### src/rtl/seq_det_pkg.sv
// Shared constants and helpers for the parametrised serial pattern detector.
package seq_det_pkg;

    localparam logic OVL_ON    = 1'b1;
    localparam logic OVL_OFF   = 1'b0;
    localparam logic OUT_MEALY = 1'b0;
    localparam logic OUT_MOORE = 1'b1;

    // Legal pattern lengths are 2..pat_w; anything outside is pulled to the nearest bound.
    function automatic int clamp_len(int len, int pat_w);
        if (len < 2)
            return 2;
        if (len > pat_w)
            return pat_w;
        return len;
    endfunction

endpackage

### src/rtl/seq_det_if.sv
// Configuration, serial input and status bundle for seq_det_param.
interface seq_det_if #(
    parameter int PAT_W = 8,
    parameter int LEN_W = $clog2(PAT_W) + 1,
    parameter int CNT_W = 8
);
    logic             cfg_we;
    logic [PAT_W-1:0] cfg_pat;
    logic [LEN_W-1:0] cfg_len;
    logic             cfg_ovl;
    logic             cfg_moore;
    logic             x_valid;
    logic             x;
    logic             y;
    logic [CNT_W-1:0] match_cnt;
    logic             cnt_sat;

    modport master (
        output cfg_we, cfg_pat, cfg_len, cfg_ovl, cfg_moore, x_valid, x,
        input  y, match_cnt, cnt_sat
    );

    modport slave (
        input  cfg_we, cfg_pat, cfg_len, cfg_ovl, cfg_moore, x_valid, x,
        output y, match_cnt, cnt_sat
    );
endinterface

### src/rtl/seq_det_sat_cnt.sv
// Saturating up-counter; clr wins over inc, count holds at all-ones.
module seq_det_sat_cnt #(
    parameter int W = 8
) (
    input  logic         clk,
    input  logic         rst,
    input  logic         inc,
    input  logic         clr,
    output logic [W-1:0] cnt,
    output logic         sat
);
    assign sat = &cnt;

    always_ff @(posedge clk) begin
        if (rst || clr)
            cnt <= '0;
        else if (inc && !sat)
            cnt <= cnt + {{(W-1){1'b0}}, 1'b1};
    end
endmodule

### src/rtl/seq_det_param.sv
// Runtime-configurable serial bit-pattern detector with overlap/Moore modes and match counter.
module seq_det_param
    import seq_det_pkg::*;
#(
    parameter int               PAT_W     = 8,
    parameter int               LEN_W     = $clog2(PAT_W) + 1,
    parameter int               CNT_W     = 8,
    parameter logic [PAT_W-1:0] DEF_PAT   = PAT_W'(8'b0000_0101),
    parameter int               DEF_LEN   = 3,
    parameter logic             DEF_OVL   = OVL_ON,
    parameter logic             DEF_MOORE = OUT_MEALY
) (
    input logic clk,
    input logic rst,
    seq_det_if.slave bus
);
    localparam logic [LEN_W-1:0] DEF_LEN_C = LEN_W'(clamp_len(DEF_LEN, PAT_W));

    logic [PAT_W-1:0] pat_q;
    logic [LEN_W-1:0] len_q;
    logic             ovl_q;
    logic             moore_q;
    // Only the PAT_W-1 most recent bits are ever compared; the live x supplies the last one.
    logic [PAT_W-2:0] hist;
    logic [LEN_W-1:0] fill;
    logic             y_q;

    logic [PAT_W-1:0] win;
    logic [PAT_W-1:0] mask;
    logic [LEN_W:0]   fill_p1;
    logic [LEN_W-1:0] fill_nxt;
    logic             sample;
    logic             armed;
    logic             hit;

    always_comb begin
        mask = '0;
        for (int i = 0; i < PAT_W; i++)
            mask[i] = (i < int'(len_q));
    end

    assign win     = {hist, bus.x};
    assign fill_p1 = {1'b0, fill} + {{LEN_W{1'b0}}, 1'b1};
    assign armed   = fill_p1 >= {1'b0, len_q};
    assign sample  = bus.x_valid & ~bus.cfg_we & ~rst;
    assign hit     = sample & armed & ((win & mask) == (pat_q & mask));

    // Non-overlap restarts acquisition after a hit; otherwise fill saturates at len (armed).
    always_comb begin
        fill_nxt = fill_p1[LEN_W-1:0];
        if (hit && ovl_q == OVL_OFF)
            fill_nxt = '0;
        else if (fill == len_q)
            fill_nxt = fill;
    end

    assign bus.y = ~rst & ~bus.cfg_we & ((moore_q == OUT_MOORE) ? y_q : hit);

    always_ff @(posedge clk) begin
        if (rst) begin
            pat_q   <= DEF_PAT;
            len_q   <= DEF_LEN_C;
            ovl_q   <= DEF_OVL;
            moore_q <= DEF_MOORE;
            hist    <= '0;
            fill    <= '0;
            y_q     <= 1'b0;
        end else if (bus.cfg_we) begin
            pat_q   <= bus.cfg_pat;
            len_q   <= LEN_W'(clamp_len(int'(bus.cfg_len), PAT_W));
            ovl_q   <= bus.cfg_ovl;
            moore_q <= bus.cfg_moore;
            hist    <= '0;
            fill    <= '0;
            y_q     <= 1'b0;
        end else begin
            y_q <= hit;
            if (bus.x_valid) begin
                hist <= win[PAT_W-2:0];
                fill <= fill_nxt;
            end
        end
    end

    seq_det_sat_cnt #(.W(CNT_W)) u_cnt (
        .clk (clk),
        .rst (rst),
        .inc (hit),
        .clr (bus.cfg_we),
        .cnt (bus.match_cnt),
        .sat (bus.cnt_sat)
    );
endmodule
### src/flat_wrapper.sv
// flat-port wrapper written by rule: the top's interface ports become plain ports
module seq_det_param_flat import seq_det_pkg::*;
#(
    parameter int               PAT_W     = 8,
    parameter int               LEN_W     = $clog2(PAT_W) + 1,
    parameter int               CNT_W     = 8,
    parameter logic [PAT_W-1:0] DEF_PAT   = PAT_W'(8'b0000_0101),
    parameter int               DEF_LEN   = 3,
    parameter logic             DEF_OVL   = OVL_ON,
    parameter logic             DEF_MOORE = OUT_MEALY
)
  (clk, rst, bus_cfg_we, bus_cfg_pat, bus_cfg_len, bus_cfg_ovl, bus_cfg_moore, bus_x_valid, bus_x, bus_y, bus_match_cnt, bus_cnt_sat);
  seq_det_if #(.PAT_W(PAT_W), .LEN_W(LEN_W), .CNT_W(CNT_W)) bus_i ();
  input logic clk;
  input logic rst;
  input wire logic [$bits(bus_i.cfg_we)-1:0] bus_cfg_we;
  input wire logic [$bits(bus_i.cfg_pat)-1:0] bus_cfg_pat;
  input wire logic [$bits(bus_i.cfg_len)-1:0] bus_cfg_len;
  input wire logic [$bits(bus_i.cfg_ovl)-1:0] bus_cfg_ovl;
  input wire logic [$bits(bus_i.cfg_moore)-1:0] bus_cfg_moore;
  input wire logic [$bits(bus_i.x_valid)-1:0] bus_x_valid;
  input wire logic [$bits(bus_i.x)-1:0] bus_x;
  output wire logic [$bits(bus_i.y)-1:0] bus_y;
  output wire logic [$bits(bus_i.match_cnt)-1:0] bus_match_cnt;
  output wire logic [$bits(bus_i.cnt_sat)-1:0] bus_cnt_sat;
  assign bus_i.cfg_we = bus_cfg_we;
  assign bus_i.cfg_pat = bus_cfg_pat;
  assign bus_i.cfg_len = bus_cfg_len;
  assign bus_i.cfg_ovl = bus_cfg_ovl;
  assign bus_i.cfg_moore = bus_cfg_moore;
  assign bus_i.x_valid = bus_x_valid;
  assign bus_i.x = bus_x;
  assign bus_y = bus_i.y;
  assign bus_match_cnt = bus_i.match_cnt;
  assign bus_cnt_sat = bus_i.cnt_sat;
  seq_det_param #(.PAT_W(PAT_W), .LEN_W(LEN_W), .CNT_W(CNT_W), .DEF_PAT(DEF_PAT), .DEF_LEN(DEF_LEN), .DEF_OVL(DEF_OVL), .DEF_MOORE(DEF_MOORE)) u_core (.clk(clk), .rst(rst), .bus(bus_i));
endmodule
### config.mk
export PLATFORM = sky130hd
export DESIGN_NAME = seq_det_param_flat
export DESIGN_NICKNAME = d
export VERILOG_FILES = /design/src/rtl/seq_det_pkg.sv /design/src/rtl/seq_det_if.sv /design/src/rtl/seq_det_sat_cnt.sv /design/src/rtl/seq_det_param.sv /design/src/flat_wrapper.sv
export SDC_FILE = /design/constraint.sdc
export NUM_CORES = 1
export LEC_CHECK = 0
export BUFFER_PORTS_ARGS = -buffer_cell sky130_fd_sc_hd__buf_4
export CORE_ASPECT_RATIO = 1.1
export CORE_UTILIZATION = 25
export CTS_CLUSTER_DIAMETER = 30
export DETAILED_ROUTE_END_ITERATION = 8
export HOLD_SLACK_MARGIN = 0.05
export PLACE_DENSITY = 0.44
export SLEW_MARGIN = 20
export SYNTH_ARGS = -nofsm -noshare
export SYNTH_HDL_FRONTEND = slang
export SYNTH_SLANG_ARGS = --single-unit
### constraint.sdc
create_clock -name clk -period 2.7 [get_ports clk]
set_input_delay 0.135 -clock clk [delete_from_list [all_inputs] [get_ports clk]]
set_output_delay 0.135 -clock clk [all_outputs]
set_load 0.01 [all_outputs]
==> flow_summary_export.csv <==
group,metric,value,unit
synth,async_flop_share,0,
timing,min_period_over_period,0.896,
pwr,sw_frac_of_total,0.254,
hold_path,min_path_cells,2,
run,max-cap-violations,0,
synth,synth_area_per_cell,9.26,sq um
synth,ys_seq_elements,34,
routing,ant_nets,0,
grt,grt_max_degree,20,
critical_path,worst_path_max_delay_cell,"dfxtp_1",
grt,first_global_vias,1368,
critical_path,cp_max_fo,12,
synth,synth_area,1760,sq um
timing,whs,0.0576,ns
timing,drv_slew,0,
timing,min_period,2.42,ns
timing,worstMarginPinSlew,0.405,ns
grt,antenna_found_initial,0,
clocking,cts_buffers,5,
layout,nFillCells,705,
floorplanning,placementRows,31,
layout,nets,244,
floorplanning,dieArea,7380,sq um
critical_path,r2r_start,"u_core.fill[0]$_SDFFE_PN0P_",
synth,synthTopCellsByCount,"dfxtp_1, nor2_1, mux2i_1",
timing,worst_clock_skew,0.00758,ns
timing,hold_violations,0,
synth,synth_edf_count,0,
pwr,power_density,493,nW/um^2
pwr,pwr-share-comb,0.107,
synth,syn_inst,190,
clocking,clkSinkCount,34,
routing,route.detailed.drc,0,
critical_path,start_kind,"flip-flop",
layout,multiInputGateArea,957,sq um
critical_path,worstRegToRegCells,9,
synth,synth_top_area_share,0.387,
status,status,"finished, final reports clean",
timing,max-slew-margin-rel,0.730,
synth,ys_seq_area_frac,0.387,
clocking,cts-root-buf,"clkbuf_8",
clocking,cts_tree,"built",
layout,regArea,681,sq um
place,gp_congestion,0.723,
hold_path,min_from,"bus_cfg_len[3]",
pwr,p_seq_frac,0.510,
timing,finalSetupViolations,0,
critical_path,slowest_delay,0.35,ns
synth,synthMostInstantiatedCell,"dfxtp_1",
routing,drt-initial-drc-count,74,
synth,ys_warn_count,0,
place,dp.final_hpwl,2820,um
synth,yosys.area.top_type,"dfxtp_1",
routing,routed_wl,3920,um
floorplanning,die_h,90.0,um
timing,grt_setup_unrepaired,"no",
floorplanning,core,6710,sq um
layout,diodes,0,
critical_path,critical_path_class,"reg2out",
pwr,p_int,0.000779,W
hold_path,worst_hold_path.endpoint,"u_core.len_q[1]$_SDFFE_PP1P_",
timing,fin_setup_tns,0,ns
critical_path,crit_path_cell_trace,"ha_1 -> xor2_1 -> ha_1 -> o21ai_0 -> o21ai_1 -> nand4_1 -> buf_4 -> o31ai_1 -> buf_4",
grt,grt-ovfl-total,0,
pwr,ir_worst_vdd,0.216,mV
critical_path,ff2ff_setup_slack,0.43,ns
routing,vias_per_cell,4.75,
pwr,pwr-share-clk,0.383,
clocking,htree_levels,2,
place,numPortBuffers,28,
grt,grt_usage,0.115,
critical_path,arrival,2.28,ns
critical_path,r2r-end,"u_core.u_cnt.cnt[4]$_SDFFE_PN0P_",
clocking,path_clk_slew,0.07,ns
floorplanning,start_util,0.262,
synth,synth.distinct_cells,45,
clocking,cts_setup_buffers,0,
layout,syn2layout_area_growth,20.5,%
clocking,ctsLongestPathBuffers,2,
routing,wl_per_cell,13.0,um
routing,route.vias.total,1434,
pwr,p_sw,0.000265,W
routing,drtPass1Iterations,3,
layout,final_core_util,0.316,
synth,ys_top_cells_by_area,"dfxtp_1, mux2i_1, xnor2_1, nor2_1, ha_1",
hold_path,hold_class,"in2reg",
timing,fmax,413,MHz
layout,drive_above_1_share,0.214,
pwr,totalPowerFinal,0.00104,W
floorplanning,die_w,82.0,um
synth,syn_nets,215,
floorplanning,ios,29,
critical_path,end_kind,"primary output",
pwr,power_leakage,0.876,nW
critical_path,worstPathRequired,2.57,ns
critical_path,cpLargestDelayFamily,"adder cells",
grt,grt_pass1_wl,6620,um
clocking,clock_latency,0.29,ns
synth,synthFlopType,"dfxtp_1",
critical_path,worst-path-buf-inv,2,
[power groups by stage]
stage	clock, W	combinational, W	sequential [W]
2_1_floorplan	0	0.0000808	0.000537
3_3_place_gp	0	0.000110	0.000545
3_5_place_dp	0	0.000110	0.000545
4_1_cts	0.000415	0.000113	0.000533
5_1_grt	0.000442	0.000124	0.000535
6_report	0.000400	0.000112	0.000533
[what timing repair did]
action / in CTS / in global routing
hold buffers: 2 / 0
resized for setup: 0 / 1
endpoints found under the hold margin: 2 / 0
endpoints found under the setup margin: 0 / 1
[sequential cells by signal, summed over array words and instances (netlist names)]
register	count
u_core.ovl_q	1
u_core.y_q	1
u_core.u_cnt.cnt	8
u_core.hist	7
u_core.fill	4
u_core.pat_q	8
u_core.len_q	4
u_core.moore_q	1
[routing by layer]
metal	vias up	track usage	wire length (um)
met5	-	0	0
met4	0	0.0351	47
met3	7	0.0315	145
met2	27	0.176	1850
met1	660	0.155	1870
li1	740	-	-
[through the flow]
step                std cells  worst slack [ns]  instance area (sq um)
floorplan                 190             0.681                   1760
global placement          292             0.486                   2000
detailed placement        292             0.394                   2000
CTS                       302             0.169                   2120
global route              302            0.0779                   2120
finish                    302             0.281                   2120
[cell type report]
cell class	count	share of cell area
clock inverter	2	0.00590
timing repair buffer	33	0.119
multi-input combinational	137	0.452
sequential	34	0.321
clock buffer	6	0.0390
inverter	8	0.0148
tap	82	0.0484
[cell usage in the layout, fill, tap and decap left out, types with 7 or more instances in the layout]
cell type	Yosys	final
nor2_1	23	23
a21oi_1	10	10
mux2i_1	16	16
inv_1	7	7
xnor2_1	10	10
buf_4	1	31
dfxtp_1	34	34
nand3_1	7	7
[worst max path at each step]
stage / startpoint / slack, ns / endpoint / cells past startpoint
after global placement: u_core.fill[0]$_SDFFE_PN0P_ / 0.49 / u_core.u_cnt.cnt[4]$_SDFFE_PN0P_ / 9
after global routing: u_core.fill[2]$_SDFFE_PN0P_ / 0.08 / bus_y / 9
after detailed placement: u_core.fill[0]$_SDFFE_PN0P_ / 0.39 / u_core.u_cnt.cnt[4]$_SDFFE_PN0P_ / 9
final: u_core.fill[0]$_SDFFE_PN0P_ / 0.28 / bus_y / 9
after floorplan: u_core.fill[0]$_SDFFE_PN0P_ / 0.68 / u_core.u_cnt.cnt[5]$_SDFFE_PN0P_ / 9
after CTS: u_core.fill[0]$_SDFFE_PN0P_ / 0.17 / bus_y / 9
[kinds of logic (layout without fill, tap and decap cells)]
kind of cell | Yosys count | after routing | synth area share
compound gates | 38 | 38 | 0.147
mux | 16 | 16 | 0.0910
flops | 34 | 34 | 0.387
fa+ha+maj | 6 | 6 | 0.0427
xor+xnor | 16 | 16 | 0.0797
simple gates | 61 | 61 | 0.184
buf+inv | 19 | 49 | 0.0690
(Power assumes the default switching activity.)
